File: src/rtl/lcd_text_ctrl.sv
// rtl/lcd_text_ctrl.sv - HD44780 4-bit text LCD controller with command stream
module lcd_text_ctrl #(
  parameter int CLOCK_RATE    = 1000,
  parameter int ROWS          = 2,
  parameter int COLS          = 16,
  parameter int INIT_DELAY_MS = 40
) (
  input  logic       clk,
  input  logic       reset,
  input  logic       cmd_valid,
  output logic       cmd_ready,
  input  logic [1:0] cmd_type,
  input  logic [7:0] cmd_data,
  input  logic [1:0] cmd_row,
  input  logic [5:0] cmd_col,
  output logic       init_done,
  output logic       en,
  output logic       rs,
  output logic [3:0] data
);

  localparam int DIV = CLOCK_RATE / 1000;
  localparam int TW  = (DIV > 1) ? $clog2(DIV) : 1;
  localparam int WW  = (INIT_DELAY_MS > 5) ? $clog2(INIT_DELAY_MS + 1) : 3;

  localparam logic [1:0] T_CHAR  = 2'd0;
  localparam logic [1:0] T_GOTO  = 2'd1;
  localparam logic [1:0] T_CLEAR = 2'd2;
  localparam logic [1:0] T_RAW   = 2'd3;

  localparam logic [1:0] ROW_MAX = 2'(ROWS - 1);
  localparam logic [5:0] COL_MAX = 6'(COLS - 1);

  typedef enum logic [2:0] {
    INIT_WAIT, INIT_NIB, INIT_BYTES, IDLE, SET_ADDR, SEND_BYTE, POST_WAIT
  } state_t;

  state_t        state_q, state_d;
  logic [1:0]    phase_q, phase_d;
  logic [1:0]    idx_q, idx_d;
  logic [WW-1:0] wcnt_q, wcnt_d;
  logic [TW-1:0] tick_cnt;
  logic          tick;

  logic [1:0]    cmd_type_q;
  logic [7:0]    byte_q;
  logic          rs_q;
  logic          post_q;
  logic [1:0]    cur_row;
  logic [5:0]    cur_col;
  logic          pend;

  logic          accept;
  logic          byte_done;
  logic          post_done;
  logic [7:0]    out_byte;
  logic          out_rs;
  logic [WW-1:0] nib_wait;
  logic [6:0]    row_base;
  logic [6:0]    addr;
  logic [1:0]    row_clamped;
  logic [5:0]    col_clamped;

  assign tick = (tick_cnt == TW'(DIV - 1));

  // Row base addresses, DDRAM address of the cursor, and goto clamping
  always_comb begin
    row_base = 7'h00;
    case (cur_row)
      2'd0:    row_base = 7'h00;
      2'd1:    row_base = 7'h40;
      2'd2:    row_base = 7'h14;
      default: row_base = 7'h54;
    endcase
    addr        = row_base + {1'b0, cur_col};
    row_clamped = (cmd_row > ROW_MAX) ? ROW_MAX : cmd_row;
    col_clamped = (cmd_col > COL_MAX) ? COL_MAX : cmd_col;
  end

  // 1 ms tick divider; restarted on accept so the first nibble phase spans a full tick
  always_ff @(posedge clk) begin
    if (reset || accept || tick) tick_cnt <= '0;
    else                         tick_cnt <= tick_cnt + TW'(1);
  end

  // FSM state and sequencing counters
  always_ff @(posedge clk) begin
    if (reset) begin
      state_q <= INIT_WAIT;
      phase_q <= '0;
      idx_q   <= '0;
      wcnt_q  <= '0;
    end else begin
      state_q <= state_d;
      phase_q <= phase_d;
      idx_q   <= idx_d;
      wcnt_q  <= wcnt_d;
    end
  end

  // Next state, LCD pin drive and handshake
  always_comb begin
    state_d   = state_q;
    phase_d   = phase_q;
    idx_d     = idx_q;
    wcnt_d    = wcnt_q;
    byte_done = 1'b0;
    post_done = 1'b0;
    en        = 1'b0;
    rs        = 1'b0;
    data      = 4'h0;
    cmd_ready = (state_q == IDLE) && init_done;
    accept    = cmd_ready && cmd_valid;
    nib_wait  = (idx_q == 2'd3) ? WW'(0) : (idx_q == 2'd2) ? WW'(1) : WW'(5);

    out_byte = byte_q;
    out_rs   = rs_q;
    if (state_q == INIT_BYTES) begin
      out_rs = 1'b0;
      case (idx_q)
        2'd0:    out_byte = 8'h28;
        2'd1:    out_byte = 8'h0C;
        2'd2:    out_byte = 8'h06;
        default: out_byte = 8'h01;
      endcase
    end else if (state_q == SET_ADDR) begin
      out_rs   = 1'b0;
      out_byte = {1'b1, addr};
    end

    case (state_q)
      INIT_WAIT: begin
        if (tick) begin
          if (wcnt_q == WW'(INIT_DELAY_MS - 1)) begin
            state_d = INIT_NIB;
            wcnt_d  = '0;
            phase_d = '0;
            idx_d   = '0;
          end else begin
            wcnt_d = wcnt_q + WW'(1);
          end
        end
      end
      INIT_NIB: begin
        // phase 0: en high, phase 1: en low, phase 2: post-nibble wait
        data = (idx_q == 2'd3) ? 4'h2 : 4'h3;
        en   = (phase_q == 2'd0);
        if (tick) begin
          if (phase_q == 2'd0) begin
            phase_d = 2'd1;
          end else if (phase_q == 2'd1 && nib_wait != '0) begin
            phase_d = 2'd2;
            wcnt_d  = '0;
          end else if (phase_q == 2'd2 && wcnt_q != nib_wait - WW'(1)) begin
            wcnt_d = wcnt_q + WW'(1);
          end else begin
            phase_d = '0;
            wcnt_d  = '0;
            if (idx_q == 2'd3) begin
              state_d = INIT_BYTES;
              idx_d   = '0;
            end else begin
              idx_d = idx_q + 2'd1;
            end
          end
        end
      end
      INIT_BYTES, SET_ADDR, SEND_BYTE: begin
        en   = ~phase_q[0];
        rs   = out_rs;
        data = phase_q[1] ? out_byte[3:0] : out_byte[7:4];
        if (tick) begin
          phase_d = phase_q + 2'd1;
          if (phase_q == 2'd3) begin
            byte_done = 1'b1;
            wcnt_d    = '0;
            case (state_q)
              INIT_BYTES: begin
                if (idx_q == 2'd3) state_d = POST_WAIT;
                else               idx_d   = idx_q + 2'd1;
              end
              SET_ADDR: state_d = (cmd_type_q == T_CHAR) ? SEND_BYTE : IDLE;
              default:  state_d = post_q ? POST_WAIT : IDLE;
            endcase
          end
        end
      end
      POST_WAIT: begin
        if (tick) begin
          if (wcnt_q == WW'(1)) begin
            post_done = 1'b1;
            state_d   = IDLE;
          end else begin
            wcnt_d = wcnt_q + WW'(1);
          end
        end
      end
      IDLE: begin
        if (accept) begin
          phase_d = '0;
          case (cmd_type)
            T_CHAR:  state_d = pend ? SET_ADDR : SEND_BYTE;
            T_GOTO:  state_d = SET_ADDR;
            default: state_d = SEND_BYTE;
          endcase
        end
      end
      default: state_d = INIT_WAIT;
    endcase
  end

  // Command registers, cursor tracking and the sticky init flag
  always_ff @(posedge clk) begin
    if (reset) begin
      cmd_type_q <= T_CHAR;
      byte_q     <= '0;
      rs_q       <= 1'b0;
      post_q     <= 1'b0;
      cur_row    <= '0;
      cur_col    <= '0;
      pend       <= 1'b0;
      init_done  <= 1'b0;
    end else begin
      if (accept) begin
        cmd_type_q <= cmd_type;
        case (cmd_type)
          T_CHAR: begin
            byte_q <= cmd_data;
            rs_q   <= 1'b1;
            post_q <= 1'b0;
          end
          T_GOTO: begin
            cur_row <= row_clamped;
            cur_col <= col_clamped;
            pend    <= 1'b0;
            rs_q    <= 1'b0;
            post_q  <= 1'b0;
          end
          T_CLEAR: begin
            byte_q <= 8'h01;
            rs_q   <= 1'b0;
            post_q <= 1'b1;
          end
          default: begin
            byte_q <= cmd_data;
            rs_q   <= 1'b0;
            post_q <= (cmd_data == 8'h01) || (cmd_data == 8'h02);
          end
        endcase
      end
      if (state_q == SET_ADDR && byte_done) pend <= 1'b0;
      if (state_q == SEND_BYTE && byte_done && cmd_type_q == T_CHAR) begin
        if (cur_col == COL_MAX) begin
          cur_col <= '0;
          cur_row <= (cur_row == ROW_MAX) ? 2'd0 : cur_row + 2'd1;
          pend    <= 1'b1;
        end else begin
          cur_col <= cur_col + 6'd1;
        end
      end
      // Init, clear and home all finish through POST_WAIT with the LCD at address 0
      if (post_done) begin
        init_done <= 1'b1;
        cur_row   <= '0;
        cur_col   <= '0;
        pend      <= 1'b0;
      end
    end
  end

endmodule

File: config.mk
export PLATFORM = sky130hd
export DESIGN_NAME = lcd_text_ctrl
export DESIGN_NICKNAME = d
export VERILOG_FILES = /design/src/rtl/lcd_text_ctrl.sv
export SDC_FILE = /design/constraint.sdc
export NUM_CORES = 1
export LEC_CHECK = 0
export BUFFER_PORTS_ARGS = -buffer_cell sky130_fd_sc_hd__buf_4
export CAP_MARGIN = 20
export CORE_MARGIN = 2
export CORE_UTILIZATION = 47
export DETAILED_ROUTE_END_ITERATION = 8
export PLACE_DENSITY_LB_ADDON = 0.08
export SLEW_MARGIN = 20
export SYNTH_ARGS = -nofsm -noshare
export SYNTH_HDL_FRONTEND = slang
export SYNTH_SLANG_ARGS = --single-unit
File: constraint.sdc
create_clock -name clk -period 3.99 [get_ports clk]
set_input_delay 0.1995 -clock clk [delete_from_list [all_inputs] [get_ports clk]]
set_output_delay 0.1995 -clock clk [all_outputs]
set_load 0.05 [all_outputs]
=== After elaboration in Yosys (flattened, before gate mapping) ===
Index checks and enable logic that the tools add are counted.

* Bits in registers: 36
* Latch bits: 0
* Bits in writable memories: 0
* ROM bits: 0
* Input port bits: 21
* Output and inout port bits: 8
* Memories: 0

* $add $sub $neg: 8
* $mul: 0
* Div/mod/pow operators: 0
* $lt $le $gt $ge: 2
* Eq/ne operators: 39
* Shifts and indexed selects: 0
* Muxes and demuxes: 87
* Bitwise logic cells: 3
* Reduce and logical (&&, ||, !) cells: 31

{| class="wikitable"
|+ Operators by type and width
! operator !! number
|-
| $mux 6 || 15
|-
| $mux 3 || 17
|-
| $mux 2 || 23
|-
| $ne 2x2->1 const B || 15
|-
| $pmux 6 s4 || 1
|-
| $pmux 7 s3 || 1
|-
| $pmux 6 s3 || 1
|-
| $mux 1 || 17
|-
| $mux 8 || 2
|-
| $pmux 8 s2 || 1
|-
| $pmux 3 s5 || 1
|-
| $reduce_and 13->1 || 1
|-
| $add 6x1->6 const B || 2
|-
| $eq 2x2->1 const B || 6
|-
| $reduce_and 11->1 || 1
|-
| $logic_not 2->1 || 5
|-
| $eq 3x3->1 const B || 3
|-
| $eq 2x1->1 const B || 4
|-
| $eq 8x1->1 const B || 1
|-
| $eq 8x2->1 const B || 1
|-
| $pmux 2 s4 || 1
|-
| $pmux 4 s2 || 1
|-
| $reduce_and 8->1 || 1
|-
| $reduce_bool 4->1 || 2
|-
| other kinds (29) || 47
|}

=== Longest topological paths before layout ===
* Depth after elaboration: 11
* Gate-level depth with buffers: 8

=== Worst setup path after synthesis ===
OpenSTA, ideal clock, no wires.

* Kind: register to output
* Start point: reg state_q[1]
* End point: out data[1]
* Arrival time: 2347 ps
* Slack: 1444 ps
* Cell stages (with the launch flop): 8
* Path through: dfxtp_1 -> buf_4 -> clkbuf_1 -> nor2b_1 -> o21ai_0 -> a21oi_1 -> a21oi_1 -> o21ai_0

* Longest elaborated chain between the ends: 5
* Elaborated cells between the ends (all ways): 9

{| class="wikitable"
|+ RTL lines
! element !! RTL line !! text
|-
| start: declaration || 38 || <nowiki>state_t state_q, state_d;</nowiki>
|-
| start signal: assignment || 94 || <nowiki>state_q <= state_d;</nowiki>
|-
| $eq 3x3->1 || 126, 131 ||
|-
| $mux 8 || 126 || <nowiki>end else if (state_q == SET_ADDR) begin</nowiki>
|-
| $mux 8 || 118 || <nowiki>if (state_q == INIT_BYTES) begin</nowiki>
|-
| $mux 4 || 171 || <nowiki>data = phase_q[1] ? out_byte[3:0] : out_byte[7:4];</nowiki>
|-
| $pmux 4 s2 (*) || 131 || <nowiki>case (state_q)</nowiki>
|-
| end: declaration || 19 || <nowiki>output logic [3:0] data</nowiki>
|}

Mark *: on every way between the ends. The rest lies on a longest branch, timed or not.

=== Worst setup path in the final report ===
* Start point: reg state_q[2]
* End point: out data[3]

The elaborated chain is that of the path after synthesis.

==> run_summary.xml <==
<?xml version="1.0" encoding="UTF-8"?>
<metrics>
  <group name="worst_setup_path">
    <metric name="setup.worst_path.start_class" unit="">flip-flop</metric>
    <metric name="critPathBufInv" unit="">2</metric>
    <metric name="timing.critical_path.arrival" unit="ps">2430</metric>
    <metric name="worstSetupEndpointType" unit="">output port</metric>
    <metric name="cp_top_family" unit="">flip-flops</metric>
    <metric name="crit_path_max_incr_delay" unit="ps">960</metric>
    <metric name="cp_data_required_time" unit="ps">3790</metric>
    <metric name="crit_path_top_delay_cell" unit="">dfxtp_1</metric>
    <metric name="worstPathMaxFanout" unit="">30</metric>
    <metric name="path_cells" unit="">inv_1 -&gt; a221oi_1 -&gt; a21oi_1 -&gt; o21a_1 -&gt; buf_4</metric>
    <metric name="worst-setup-path-type" unit="">reg -&gt; out</metric>
  </group>
  <group name="sta">
    <metric name="finalHoldViolCount" unit="">0</metric>
    <metric name="fin_worst_skew" unit="ps">7.43</metric>
    <metric name="final-setup-viol-count" unit="">0</metric>
    <metric name="post_route_setup_tns" unit="ps">0</metric>
    <metric name="fin_crit_sh" unit="">0.659</metric>
    <metric name="drv_slew" unit="">0</metric>
    <metric name="worst_pin_slew" unit="ps">1060</metric>
    <metric name="worst_slew_margin_rel" unit="">0.292</metric>
    <metric name="achievable-frequency" unit="GHz">0.380</metric>
    <metric name="setup_ws" unit="ps">1360</metric>
    <metric name="period_minus_slack" unit="ps">2630</metric>
    <metric name="unrepaired_setup_endpoints_after_global_routing" unit="">no</metric>
  </group>
  <group name="synth">
    <metric name="ys_types" unit="">63</metric>
    <metric name="mappedNetlistArea" unit="mm2">0.00258</metric>
    <metric name="number_of_enable_type_register_cells_in_the_synthesized_netlist" unit="">0</metric>
    <metric name="synthCells" unit="">333</metric>
    <metric name="asyncSetResetFlopFracSynth" unit="">0</metric>
    <metric name="synth-main-ff-cell" unit="">dfxtp_1</metric>
    <metric name="yosys_register_bits" unit="">36</metric>
    <metric name="post_synth.cell_area_avg" unit="um2">7.76</metric>
    <metric name="synth-seq-area-share" unit="">0.279</metric>
    <metric name="synthesis.nets" unit="">370</metric>
    <metric name="yosysWarnings" unit="">0</metric>
  </group>
  <group name="placed_design">
    <metric name="hpwl" unit="mm">4.92</metric>
    <metric name="portBuffers" unit="">28</metric>
    <metric name="globalplace.congestion" unit="">0.850</metric>
    <metric name="place_ws" unit="ps">1580</metric>
  </group>
  <group name="cells_and_area">
    <metric name="layout.filler_cells" unit="">554</metric>
    <metric name="drive_above_1_share" unit="">0.146</metric>
    <metric name="layout.core_utilization" unit="">0.535</metric>
    <metric name="multiInputGateArea" unit="mm2">0.00172</metric>
    <metric name="finalNetCount" unit="">387</metric>
    <metric name="antenna_diode_count" unit="">0</metric>
    <metric name="ff_latch_area" unit="um2">721</metric>
    <metric name="relative_area_change_from_synthesis_to_final_layout" unit="%">12.0</metric>
  </group>
  <group name="run">
    <metric name="maxCapViolations" unit="">0</metric>
  </group>
  <group name="cts">
    <metric name="cts_hold_buffers" unit="">0</metric>
    <metric name="clock_path_buffers" unit="">2</metric>
    <metric name="clkTransAtPathRegs" unit="ps">70</metric>
    <metric name="tritoncts_clock_tree" unit="">built</metric>
    <metric name="clk_latency" unit="ps">290</metric>
    <metric name="post_cts.resized_instances" unit="">0</metric>
    <metric name="cts-buffers-inserted" unit="">5</metric>
    <metric name="count_of_h_tree_levels_built_during_cts" unit="">2</metric>
    <metric name="cts_sinks" unit="">36</metric>
    <metric name="root_buffer" unit="">clkbuf_8</metric>
    <metric name="cts_setup_buffers" unit="">0</metric>
  </group>
  <group name="power_and_ir_drop">
    <metric name="netSwitchingPower" unit="W">0.000160</metric>
    <metric name="sequentialPowerShare" unit="">0.525</metric>
    <metric name="total_power" unit="W">0.000699</metric>
    <metric name="power.ir.vdd_worst" unit="mV">0.161</metric>
    <metric name="p_comb_frac" unit="">0.069</metric>
    <metric name="pwr_density_cell" unit="mW/mm2">241</metric>
    <metric name="part_of_the_power_in_the_clock_network" unit="">0.406</metric>
    <metric name="power_report.internal_total" unit="W">0.000539</metric>
    <metric name="p_sw_frac" unit="">0.229</metric>
    <metric name="p_leak" unit="nW">1.06</metric>
  </group>
  <group name="route">
    <metric name="vias" unit="">2498</metric>
    <metric name="post-route-drc-count" unit="">0</metric>
    <metric name="detail_route.iter0.violations" unit="">156</metric>
    <metric name="ant_nets" unit="">0</metric>
    <metric name="total_wire_length" unit="mm">6.71</metric>
    <metric name="vias_per_cell" unit="">5.92</metric>
    <metric name="drt-wirelength-per-cell" unit="um">15.9</metric>
    <metric name="drtPass1Iterations" unit="">5</metric>
  </group>
  <group name="run_status">
    <metric name="outcome" unit="">completed</metric>
  </group>
  <group name="hold_path">
    <metric name="hold_class" unit="">in -&gt; reg</metric>
  </group>
  <group name="die">
    <metric name="die_width" unit="um">78.2</metric>
    <metric name="io_pins" unit="">29</metric>
    <metric name="core_area" unit="mm2">0.00541</metric>
    <metric name="initial_utilization" unit="">0.478</metric>
    <metric name="std_cell_rows" unit="">27</metric>
    <metric name="die_y" unit="um">78.2</metric>
    <metric name="die_area" unit="mm2">0.00611</metric>
  </group>
  <group name="grt">
    <metric name="maximum_number_of_pins_on_one_net_before_global_route_repair" unit="">34</metric>
    <metric name="grt_antenna_before_repair" unit="">0</metric>
    <metric name="wire_length_of_the_first_global_routing_pass" unit="mm">11.3</metric>
    <metric name="top_usage_layer" unit="">met2</metric>
    <metric name="overflow" unit="">0</metric>
    <metric name="met2_usage" unit="">0.376</metric>
    <metric name="global_route.usage.met3" unit="">0.0345</metric>
    <metric name="grt_use_total" unit="">0.231</metric>
    <metric name="vias_in_the_first_global_route" unit="">2308</metric>
    <metric name="grt.met1_usage" unit="">0.312</metric>
  </group>
</metrics>
[through the flow]
stage          std cells  hold WS, ps  cell area (um2)
5_1_grt              422          157             2890
6_report             422          160             2890
2_1_floorplan        333          348             2580
4_1_cts              422          153             2890
3_5_place_dp         415          446             2800
3_3_place_gp         415          446             2800
[placed cells by master (no fill, tap or decap), drive strengths merged, types with 4 or more instances in the layout]
master  instances
nand4          10
ha             16
dfxtp          36
xor2           10
a21oi          25
nand3          16
clkbuf          7
o211ai          6
nor2           24
and3            5
o21ai          28
a22oi           6
or3             8
inv            14
a31oi           9
or2             4
nor2b          10
a221oi          4
nand2          25
buf            28
nor3            9
o21bai          4
[synthesized netlist by cell type, types with 4 or more instances]
library cell  instances  share of area
nand4_1              10          0.024
nor3_1                7          0.014
o211ai_1              6          0.017
or3_1                 8          0.019
or2_2                 4         0.0097
nand2_1              24          0.035
a31oi_1               9          0.022
a22oi_1               6          0.017
nor2_1               24          0.035
o21ai_0              27          0.052
a21oi_1              25          0.048
dfxtp_1              36           0.28
nand3_1              16          0.031
inv_1                14          0.020
xor2_1               10          0.034
o21bai_1              4          0.012
nor2b_1               9          0.022
ha_1                 16          0.077
and3_1                5          0.012
clkbuf_1              8          0.012
buf_2                 7          0.014
[layout make-up]
type,count,share of cell area
flip-flops and latches,36,0.249
multi-input cells,264,0.594
repair buffers,28,0.0726
inverters,15,0.0195
clock buffers,7,0.0333
well taps,72,0.0311
[sequential cells by signal (all words and copies together) (netlist names)]
signal      cells
wcnt_q          6
post_q          1
state_q         3
rs_q            1
pend            1
cmd_type_q      2
init_done       1
byte_q          8
idx_q           2
tick_cnt        1
cur_row         2
cur_col         6
phase_q         2
[final timing paths]
check	startpoint	endpoint	slack (ps)	cells past startpoint
worst max-delay path	state_q[2]	data[3]	1360	5
worst min-delay path	cmd_data[3]	byte_q[3]	160	3
worst max register to register	state_q[0]	byte_q[0]	1510	4
worst min register to register	rs_q	rs_q	460	2
[tightest hold or removal path, delay by kind of cell]
kind / cells / cell delay [ps]
buffers and inverters: 1 / 90
and+or+nand+nor: 1 / 70
AOI/OAI and AO/OA: 1 / 50
[routing by layer]
layer / part of all wire / up-vias
met2: 0.47 / 71
met4: 0.0088 / 0
met3: 0.050 / 4
li1: - / 1259
met5: 0 / -
met1: 0.48 / 1164
[kinds of logic (layout without fill, tap and decap cells)]
kind of cell	after synthesis	in the layout	share of synthesized area
and+or+nand+nor	126	126	0.264
AOI/OAI and AO/OA	104	104	0.261
DFF	36	36	0.279
buffers and inverters	33	50	0.0557
adders and majority gates	16	16	0.0774
xor gates and xnor gates	11	11	0.0373
muxes	6	6	0.0247
other	1	1	0.00145
[power by group through the flow]
stage	clock (W)	combinational, W	sequential, W
4_1_cts	0.000290	0.0000482	0.000367
3_3_place_gp	0	0.0000478	0.000375
5_1_grt	0.000305	0.0000543	0.000367
2_1_floorplan	0	0.0000252	0.000373
3_5_place_dp	0	0.0000481	0.000375
6_report	0.000283	0.0000483	0.000367
Power figures use the tool's default switching activity.
